===== config.mk =====
export PLATFORM = sky130hd
export DESIGN_NAME = sprite_motion_ctrl
export DESIGN_NICKNAME = d
export VERILOG_FILES = /design/src/rtl/sprite_motion_ctrl.sv
export SDC_FILE = /design/constraint.sdc
export NUM_CORES = 1
export LEC_CHECK = 0
export BUFFER_PORTS_ARGS = -buffer_cell sky130_fd_sc_hd__buf_4
export CORE_UTILIZATION = 40
export CTS_CLUSTER_SIZE = 12
export DETAILED_ROUTE_END_ITERATION = 8
export GPL_ROUTABILITY_DRIVEN = 0
export PLACE_DENSITY = 0.59
export SYNTH_ARGS = -nofsm -noshare
export SYNTH_HDL_FRONTEND = slang
export SYNTH_SLANG_ARGS = --single-unit

===== constraint.sdc =====
create_clock -name CLK -period 3.05 [get_ports CLK]
set_input_delay 0.1525 -clock CLK [delete_from_list [all_inputs] [get_ports CLK]]
set_output_delay 0.1525 -clock CLK [all_outputs]
set_load 0.02 [all_outputs]

===== src/rtl/sprite_motion_ctrl.sv =====
// Sprite motion controller: samples the gamepad once per frame (at the last
// visible pixel) and moves the sprite with a speed that ramps while held.
// Optional macro SPRITE_WRAP_EN: screen edges wrap instead of clamping.
module sprite_motion_ctrl #(
  parameter int unsigned SCREEN_W     = 640,
  parameter int unsigned SCREEN_H     = 480,
  parameter int unsigned SPRITE_W     = 14,
  parameter int unsigned SPRITE_H     = 14,
  parameter int unsigned INIT_X       = 313,
  parameter int unsigned INIT_Y       = 233,
  parameter int unsigned MAX_SPEED    = 4,
  parameter int unsigned ACCEL_FRAMES = 8
) (
  input  logic       CLK,
  input  logic       RST,
  input  logic [9:0] x,
  input  logic [8:0] y,
  input  logic       btn_up,
  input  logic       btn_down,
  input  logic       btn_left,
  input  logic       btn_right,
  output logic [9:0] sprite_x,
  output logic [8:0] sprite_y,
  output logic       frame_tick,
  output logic       moving
);

  localparam int unsigned AW    = 11;
  localparam int unsigned SPD_W = 4;
  localparam int unsigned CNT_W = 8;

  localparam logic [9:0]    X_LAST = 10'(SCREEN_W - 1);
  localparam logic [8:0]    Y_LAST = 9'(SCREEN_H - 1);
  localparam logic [AW-1:0] X_MAX  = AW'(SCREEN_W - SPRITE_W);
  localparam logic [AW-1:0] Y_MAX  = AW'(SCREEN_H - SPRITE_H);
`ifdef SPRITE_WRAP_EN
  localparam logic [AW-1:0] X_MOD  = AW'(SCREEN_W - SPRITE_W + 1);
  localparam logic [AW-1:0] Y_MOD  = AW'(SCREEN_H - SPRITE_H + 1);
`endif

  typedef enum logic [1:0] {
    S_IDLE   = 2'd0,
    S_RAMP   = 2'd1,
    S_CRUISE = 2'd2
  } state_t;

  state_t            state, state_nxt;
  logic [SPD_W-1:0]  speed, speed_nxt, speed_inc, step;
  logic [CNT_W-1:0]  cnt, cnt_nxt, cnt_inc;
  logic [3:0]        btn_meta, btn_sync;
  logic              match, match_d, event_c;
  logic              dir_up, dir_down, dir_left, dir_right, any_dir;
  logic [AW-1:0]     px, py, st, sum_x, sum_y;
  logic [9:0]        x_nxt;
  logic [8:0]        y_nxt;

  // Frame event: first cycle the scan sits on the last visible pixel
  assign match   = (x == X_LAST) && (y == Y_LAST);
  assign event_c = match && !match_d;

  // Effective directions; opposing buttons on one axis cancel
  assign dir_up    = btn_sync[3] & ~btn_sync[2];
  assign dir_down  = btn_sync[2] & ~btn_sync[3];
  assign dir_left  = btn_sync[1] & ~btn_sync[0];
  assign dir_right = btn_sync[0] & ~btn_sync[1];
  assign any_dir   = dir_up | dir_down | dir_left | dir_right;

  assign speed_inc = speed + SPD_W'(1);
  assign cnt_inc   = cnt + CNT_W'(1);

  // Next state, speed ramp and next position for the coming event
  always_comb begin
    state_nxt = state;
    speed_nxt = speed;
    cnt_nxt   = cnt;
    step      = speed;
    x_nxt     = sprite_x;
    y_nxt     = sprite_y;
    px        = AW'(sprite_x);
    py        = AW'(sprite_y);
    st        = '0;
    sum_x     = '0;
    sum_y     = '0;

    case (state)
      S_IDLE: begin
        step      = SPD_W'(1);
        speed_nxt = SPD_W'(1);
        cnt_nxt   = '0;
        if (any_dir) state_nxt = (MAX_SPEED <= 1) ? S_CRUISE : S_RAMP;
      end
      S_RAMP: begin
        if (!any_dir) begin
          state_nxt = S_IDLE;
          speed_nxt = SPD_W'(1);
          cnt_nxt   = '0;
        end else if (cnt_inc == CNT_W'(ACCEL_FRAMES)) begin
          cnt_nxt   = '0;
          speed_nxt = speed_inc;
          if (speed_inc == SPD_W'(MAX_SPEED)) state_nxt = S_CRUISE;
        end else begin
          cnt_nxt = cnt_inc;
        end
      end
      S_CRUISE: begin
        step = SPD_W'(MAX_SPEED);
        if (!any_dir) begin
          state_nxt = S_IDLE;
          speed_nxt = SPD_W'(1);
          cnt_nxt   = '0;
        end
      end
      default: begin
        state_nxt = S_IDLE;
        speed_nxt = SPD_W'(1);
        cnt_nxt   = '0;
      end
    endcase

    st    = AW'(step);
    sum_x = px + st;
    sum_y = py + st;

`ifdef SPRITE_WRAP_EN
    if (dir_right)     x_nxt = (sum_x > X_MAX) ? 10'(sum_x - X_MOD) : 10'(sum_x);
    else if (dir_left) x_nxt = (px < st) ? 10'(px + X_MOD - st) : 10'(px - st);
    if (dir_down)      y_nxt = (sum_y > Y_MAX) ? 9'(sum_y - Y_MOD) : 9'(sum_y);
    else if (dir_up)   y_nxt = (py < st) ? 9'(py + Y_MOD - st) : 9'(py - st);
`else
    if (dir_right)     x_nxt = (sum_x > X_MAX) ? 10'(X_MAX) : 10'(sum_x);
    else if (dir_left) x_nxt = (px < st) ? 10'(0) : 10'(px - st);
    if (dir_down)      y_nxt = (sum_y > Y_MAX) ? 9'(Y_MAX) : 9'(sum_y);
    else if (dir_up)   y_nxt = (py < st) ? 9'(0) : 9'(py - st);
`endif
  end

  // State, synchronizers and registered outputs; only events change position
  always_ff @(posedge CLK) begin
    if (RST) begin
      state      <= S_IDLE;
      speed      <= SPD_W'(1);
      cnt        <= '0;
      btn_meta   <= '0;
      btn_sync   <= '0;
      match_d    <= 1'b0;
      frame_tick <= 1'b0;
      moving     <= 1'b0;
      sprite_x   <= 10'(INIT_X);
      sprite_y   <= 9'(INIT_Y);
    end else begin
      btn_meta   <= {btn_up, btn_down, btn_left, btn_right};
      btn_sync   <= btn_meta;
      match_d    <= match;
      frame_tick <= event_c;
      if (event_c) begin
        state    <= state_nxt;
        speed    <= speed_nxt;
        cnt      <= cnt_nxt;
        moving   <= any_dir;
        sprite_x <= x_nxt;
        sprite_y <= y_nxt;
      end
    end
  end

endmodule

Yosys cells after proc, flatten, opt, wreduce, memory -nomap -nowiden
Index checks and enable logic that the tools add are counted.

Add/subtract/negate cells: 6. Multipliers: 0. Divide/modulo/power cells: 0. $lt $le $gt $ge: 4. Equal/unequal tests: 10. Shift operators: 0. Multiplexer cells: 23. Bitwise operators: 11. Reduce and logical (&&, ||, !) cells: 11.

Operators by type and width (number): two-way mux 10 bit (4); two-way mux 9 bit (4); two-way mux 8 bit (3); one-hot mux 4 bit (2 select lines) (2); one-hot mux 8 bit (2 select lines) (1); two-way mux 4 bit (3); adder 10 x 4 -> 11 bit (1); > comparator 11 x 10 -> 1 bit, second input constant (1); adder 9 x 4 -> 10 bit (1); == test 10 bit, second input constant (1); > comparator 10 x 9 -> 1 bit, second input constant (1); less-than comparator 10 x 4 -> 1 bit (1); two-way mux 2 bit (5); subtractor 10 x 4 -> 10 bit (1); == test 9 bit, second input constant (1); less-than comparator 9 x 4 -> 1 bit (1); subtractor 9 x 4 -> 9 bit (1); adder 8 x 1 -> 8 bit, second input constant (1); == test 8 x 4 -> 1 bit, second input constant (1); != test 3 bit, second input constant (2); one-hot mux 2 bit (3 select lines) (1); AND reduction 2 bit (3); AND reduction 5 bit (1); adder 4 x 1 -> 4 bit, second input constant (1); other kinds (12) (23).

Register bits: 44. Bits in latches: 0. Memory bits (writable): 0. Bits in read-only memories: 0. Input bits: 25. Output and inout bits: 21. Memories kept: 0.

Logic depth before layout (Yosys ltp)
Depth in word-level cells: 7. Depth in mapped cells: 12. Depth with buffers taken out: 12.

Worst setup path after synthesis
OpenSTA, ideal clock, no wires.

Path type: register to register. Start: register state[0]. End: register sprite_y[0]. Library setup time: 0.129 ns. Data arrival time: 3.105 ns. Required time: 2.921 ns. Slack: -0.184 ns. Stages on the path, launching flop included: 13. Path buffers: 1. Period minus slack after synthesis: 3.234 ns. Cell sequence: dfxtp_1 clkbuf_1 a21oi_1 ha_1 inv_1 fa_1 or2_2 a22o_1 xnor2_1 o311ai_0 a21oi_1 a2111oi_0 nor2_1.

Word-level cells in the longest chain between the ends: 6.

Ends and longest elaborated chain: from (decl) (line 47) `state_t state, state_nxt;`; from (signal assigned) (line 156) `state <= state_nxt;`; == test 2 bit or zero test 2 bit (tied branches) (line 85) `case (state)`; one-hot mux 4 bit (2 select lines) (*) (line 85); adder 9 x 4 -> 10 bit, or another cell as far along (line 122) `sum_y = py + st;`; > comparator 10 x 9 -> 1 bit or two-way mux 9 bit (tied branches) (line 132, 133); two-way mux 9 bit, on equally long branches (line 132, 133); two-way mux 9 bit (*) (line 132) `if (dir_down) y_nxt = (sum_y > Y_MAX) ? 9'(Y_MAX) : 9'(sum_y);`; to (signal assigned) (line 149) `sprite_y <= 9'(INIT_Y);`; to (signal assigned) (line 161) `sprite_y <= y_nxt;`; to (decl) (line 23) `output logic [8:0] sprite_y,`.

Every way passes the cells marked *; elsewhere a longest branch is shown, timed or not. The select of a mux whose other input is x is not followed. A chain may end at the register's enable or synchronous reset.

Worst setup path after layout
Ends and elaborated chain as after synthesis.

==> reports/summary.txt <==
=================================================================================================
Vias in the first global route                                                               3221
Skew final                                                                              0.0104 ns
Number of optimization iterations in the first detailed-route pass                              5
Cell with the biggest individual delay on the critical path                          sky130_fd_sc_hd__dfxtp_4
Number of H-tree levels                                                                         2
Final Routed Wirelength                                                                   9.87 mm
Leading post-synthesis cells by cell area                                            sky130_fd_sc_hd__dfxtp_1 (25%), sky130_fd_sc_hd__ha_1 (7.9%), sky130_fd_sc_hd__a21oi_1 (4.6%)
Pin count of the biggest net entering global routing                                           45
Layout Cell Area excl Fill                                                               4280 um2
Biggest area consumer among synthesized cells                                        sky130_fd_sc_hd__dfxtp_1
Bufs on Longest Clock Path                                                                      2
Highest fanout seen on the critical path                                                        6
Fraction of layout cells with a size suffix above 1                                         0.218
Core outline area                                                                        8340 um2
Master cell of the clock root buffer                                                 sky130_fd_sc_hd__clkbuf_8
Most common flop cell mapped by yosys                                                sky130_fd_sc_hd__dfxtp_1
CTS tree                                                                                      yes
Number of cells in the design after placement                                                 604
Post-synthesis sequential area ratio                                                        0.251
DRC violation count after routing                                                               0
Horizontal die dimension                                                                  95.6 um
Setup crit end kind                                                                     flip-flop
Starting Density                                                                            0.420
Initial antenna violation count                                                                 0
Clock transition at path regs                                                             0.09 ns
Final HPWL DP                                                                             7.62 mm
Cell Area, Synth                                                                         3510 um2
Total count of hold-check failures in the final report                                          0
Number of nets in the final layout                                                            559
Cell seen most often among critical-path stages                                      sky130_fd_sc_hd__a21oi_2
CP Cell Sequence                                                                     nor2b_4 > a21oi_2 > ha_1 > inv_1 > fa_1 > or2_2 > a22o_1 > xnor2_1 > o311ai_2 > a21oi_2 > a2111oi_1 > nor2_1
Critical path data required time                                                          3.24 ns
Maximum clock frequency                                                                   343 MHz
Hold WC Path Type                                                                    input pin to flip-flop
Data arrival time of the critical path                                                    3.10 ns
Wire length of the first global-routing pass                                              15.6 mm
Syn avg cell area                                                                        7.79 um2
Layout Area Growth over Synthesis                                                           22.0%
Vertical die dimension                                                                    95.6 um
Placement Rows                                                                                 33
Ys Warns                                                                                        0
Area of placed instances                                                                 4100 um2
Final WS setup                                                                           0.138 ns
Final Max Tran Viols                                                                            0
RR Startpoint                                                                            state[0]
Count of buffers inserted at the top-level ports                                               45
Setup Crit Path Kind                                                                 flip-flop to flip-flop
Flops & latches, synth                                                                         44
Wire length per cell after detailed routing                                               16.1 um
TritonCTS sink count                                                                           44
Final worst path period share                                                               0.955
Total routing usage reported by global routing                                              0.220
Remaining global-route overflow                                                                 0
Run status                                                                           complete, no violations
Clk_lat worst skew                                                                        0.30 ns
Share of the core filled with cells in the final layout                                     0.513
Worst Setup Slack post-DPL                                                             -0.0561 ns
Crit path launch                                                                         state[0]
Antenna diodes                                                                                  0
Number of enable-type register cells in the synthesized netlist                                 0
Static leakage                                                                            1.68 nW
Post-synth net total                                                                          501
Worst hold slack after final layout                                                     0.0702 ns
Worst min-delay path startpoint                                                          btn_left
Final critical delay including setup and external delays                                  2.91 ns
P per Cell Area                                                                        240 nW/um2
Peak supply drop                                                                         0.168 mV
Drt first-iter violations                                                                     189
Number of distinct library cell variants in the gate-level netlist after synthesis             71
Fraction of synthesized cell area taken by the top area cell type                           0.251
Post-route antenna net violation count                                                          0
Reg2Reg Setup Slack                                                                       0.14 ns
Max-capacitance violation count                                                                 0
Mean number of vias per cell                                                                 5.88
Tightest Pin Transition                                                                  0.642 ns
Number of instances in the synthesized netlist                                                450
Total I/O pin count                                                                            46
Count of endpoints failing setup in the final report                                            0
Num CTS Buffers                                                                                 5
Hold bufs inserted after CTS                                                                    0
Non-filler instance count after layout                                                        614
Delay contributed by the slowest stage of the critical path                               0.40 ns
Number of vias in the routed layout                                                          3609
Relative max-transition margin                                                              0.570
Async set-reset flop share out of synthesis                                                     0
Die area                                                                                 9140 um2
Kind of start point of the critical path                                                flip-flop
=================================================================================================
## placed cells by master (no fill, tap or decap), types with 10 or more instances in the layout
| master | synthesis | routed |
|---|---|---|
| sky130_fd_sc_hd__dfxtp_1 | 44 | 42 |
| sky130_fd_sc_hd__inv_1 | 30 | 30 |
| sky130_fd_sc_hd__ha_1 | 22 | 22 |
| sky130_fd_sc_hd__o21ai_0 | 23 | 23 |
| sky130_fd_sc_hd__xnor2_1 | 10 | 10 |
| sky130_fd_sc_hd__nand3_1 | 18 | 18 |
| sky130_fd_sc_hd__nor2b_1 | 16 | 14 |
| sky130_fd_sc_hd__nor3_1 | 15 | 14 |
| sky130_fd_sc_hd__nor2_1 | 36 | 36 |
| sky130_fd_sc_hd__buf_4 | 0 | 76 |
| sky130_fd_sc_hd__a21oi_1 | 32 | 29 |
| sky130_fd_sc_hd__nand2_1 | 30 | 28 |
## critical path: cells and delay by family, from the launching register on
family                   cells  cell delay, ns
AO/OA/AOI/OAI                5            1.11
XOR/XNOR                     1            0.16
adder cells (fa/ha/maj)      2            0.58
buffers and inverters        1            0.06
flip-flops                   1            0.40
AND/OR/NAND/NOR              3            0.50
## cells by family after synthesis
group,share of synthesized area
XOR/XNOR,0.0375
AND/OR/NAND/NOR,0.260
multiplexers,0.0146
buffers and inverters,0.0642
adder cells (fa/ha/maj),0.101
AO/OA/AOI/OAI,0.271
flip-flops,0.251
## repair_timing
item,4_1_cts,5_1_grt
gates cloned,0,0
endpoints found under the setup margin,6,16
pin swaps,0,5
setup buffers,0,2
gates resized for setup,4,15
## metrics by stage
stage	setup TNS (ns)	total power, W
floorplan	0	0.000629
global placement	-0.00192	0.000661
detailed placement	-0.105	0.000662
CTS	0	0.00104
global route	-0.00711	0.00107
finish	0	0.00103
## routing by layer
layer  GRT usage  wire length [um]  up-vias
li1            -                 -     1777
met1       0.287              4340     1712
met2       0.368              4860      106
met3      0.0383               507       14
met4      0.0684               161        0
met5           0                 0        -
## sequential cells by signal, summed over array words and instances, names as in the netlist, 2 cells and up
register,flops
btn_meta,4
btn_sync,4
cnt,8
speed,4
sprite_x,10
sprite_y,9
state,2
## cell usage after synthesis (5+ instances only)
master                     instances
sky130_fd_sc_hd__dfxtp_1          44
sky130_fd_sc_hd__nor2_1           36
sky130_fd_sc_hd__a21oi_1          32
sky130_fd_sc_hd__inv_1            30
sky130_fd_sc_hd__nand2_1          30
sky130_fd_sc_hd__o21ai_0          23
sky130_fd_sc_hd__ha_1             22
sky130_fd_sc_hd__nand3_1          18
sky130_fd_sc_hd__clkbuf_1         16
sky130_fd_sc_hd__nor2b_1          16
sky130_fd_sc_hd__nor3_1           15
sky130_fd_sc_hd__xnor2_1          10
sky130_fd_sc_hd__a211oi_1          8
sky130_fd_sc_hd__nand2b_1          8
sky130_fd_sc_hd__and3_1            7
sky130_fd_sc_hd__buf_2             6
sky130_fd_sc_hd__a31oi_1           5
sky130_fd_sc_hd__a41oi_1           5
sky130_fd_sc_hd__o31ai_1           5
sky130_fd_sc_hd__or3_1             5
sky130_fd_sc_hd__xor2_1            5
## cell type report
type                       count  area (um2)
timing repair buffer          76         571
clock buffer                   8        90.1
sequential                    44         886
inverter                      32         120
fill                         833        4060
tap                          105         131
multi-input combinational    349        2480
## path summary, 6_finish.rpt
path                 endpoint  cells past startpoint
setup / recovery  sprite_y[0]                     12
setup reg to reg  sprite_y[0]                     12
hold / removal    btn_meta[1]                      2
hold reg to reg   btn_sync[0]                      1
## power by group
part	leakage (nW)	internal (W)	switching, W	total, W
logic	1.28	0.0000320	0.0000361	0.0000681
clock network	0.0455	0.000185	0.000196	0.000381
registers	0.358	0.000578	0.00000126	0.000579
Note: power is estimated with default switching activity, not from simulation.
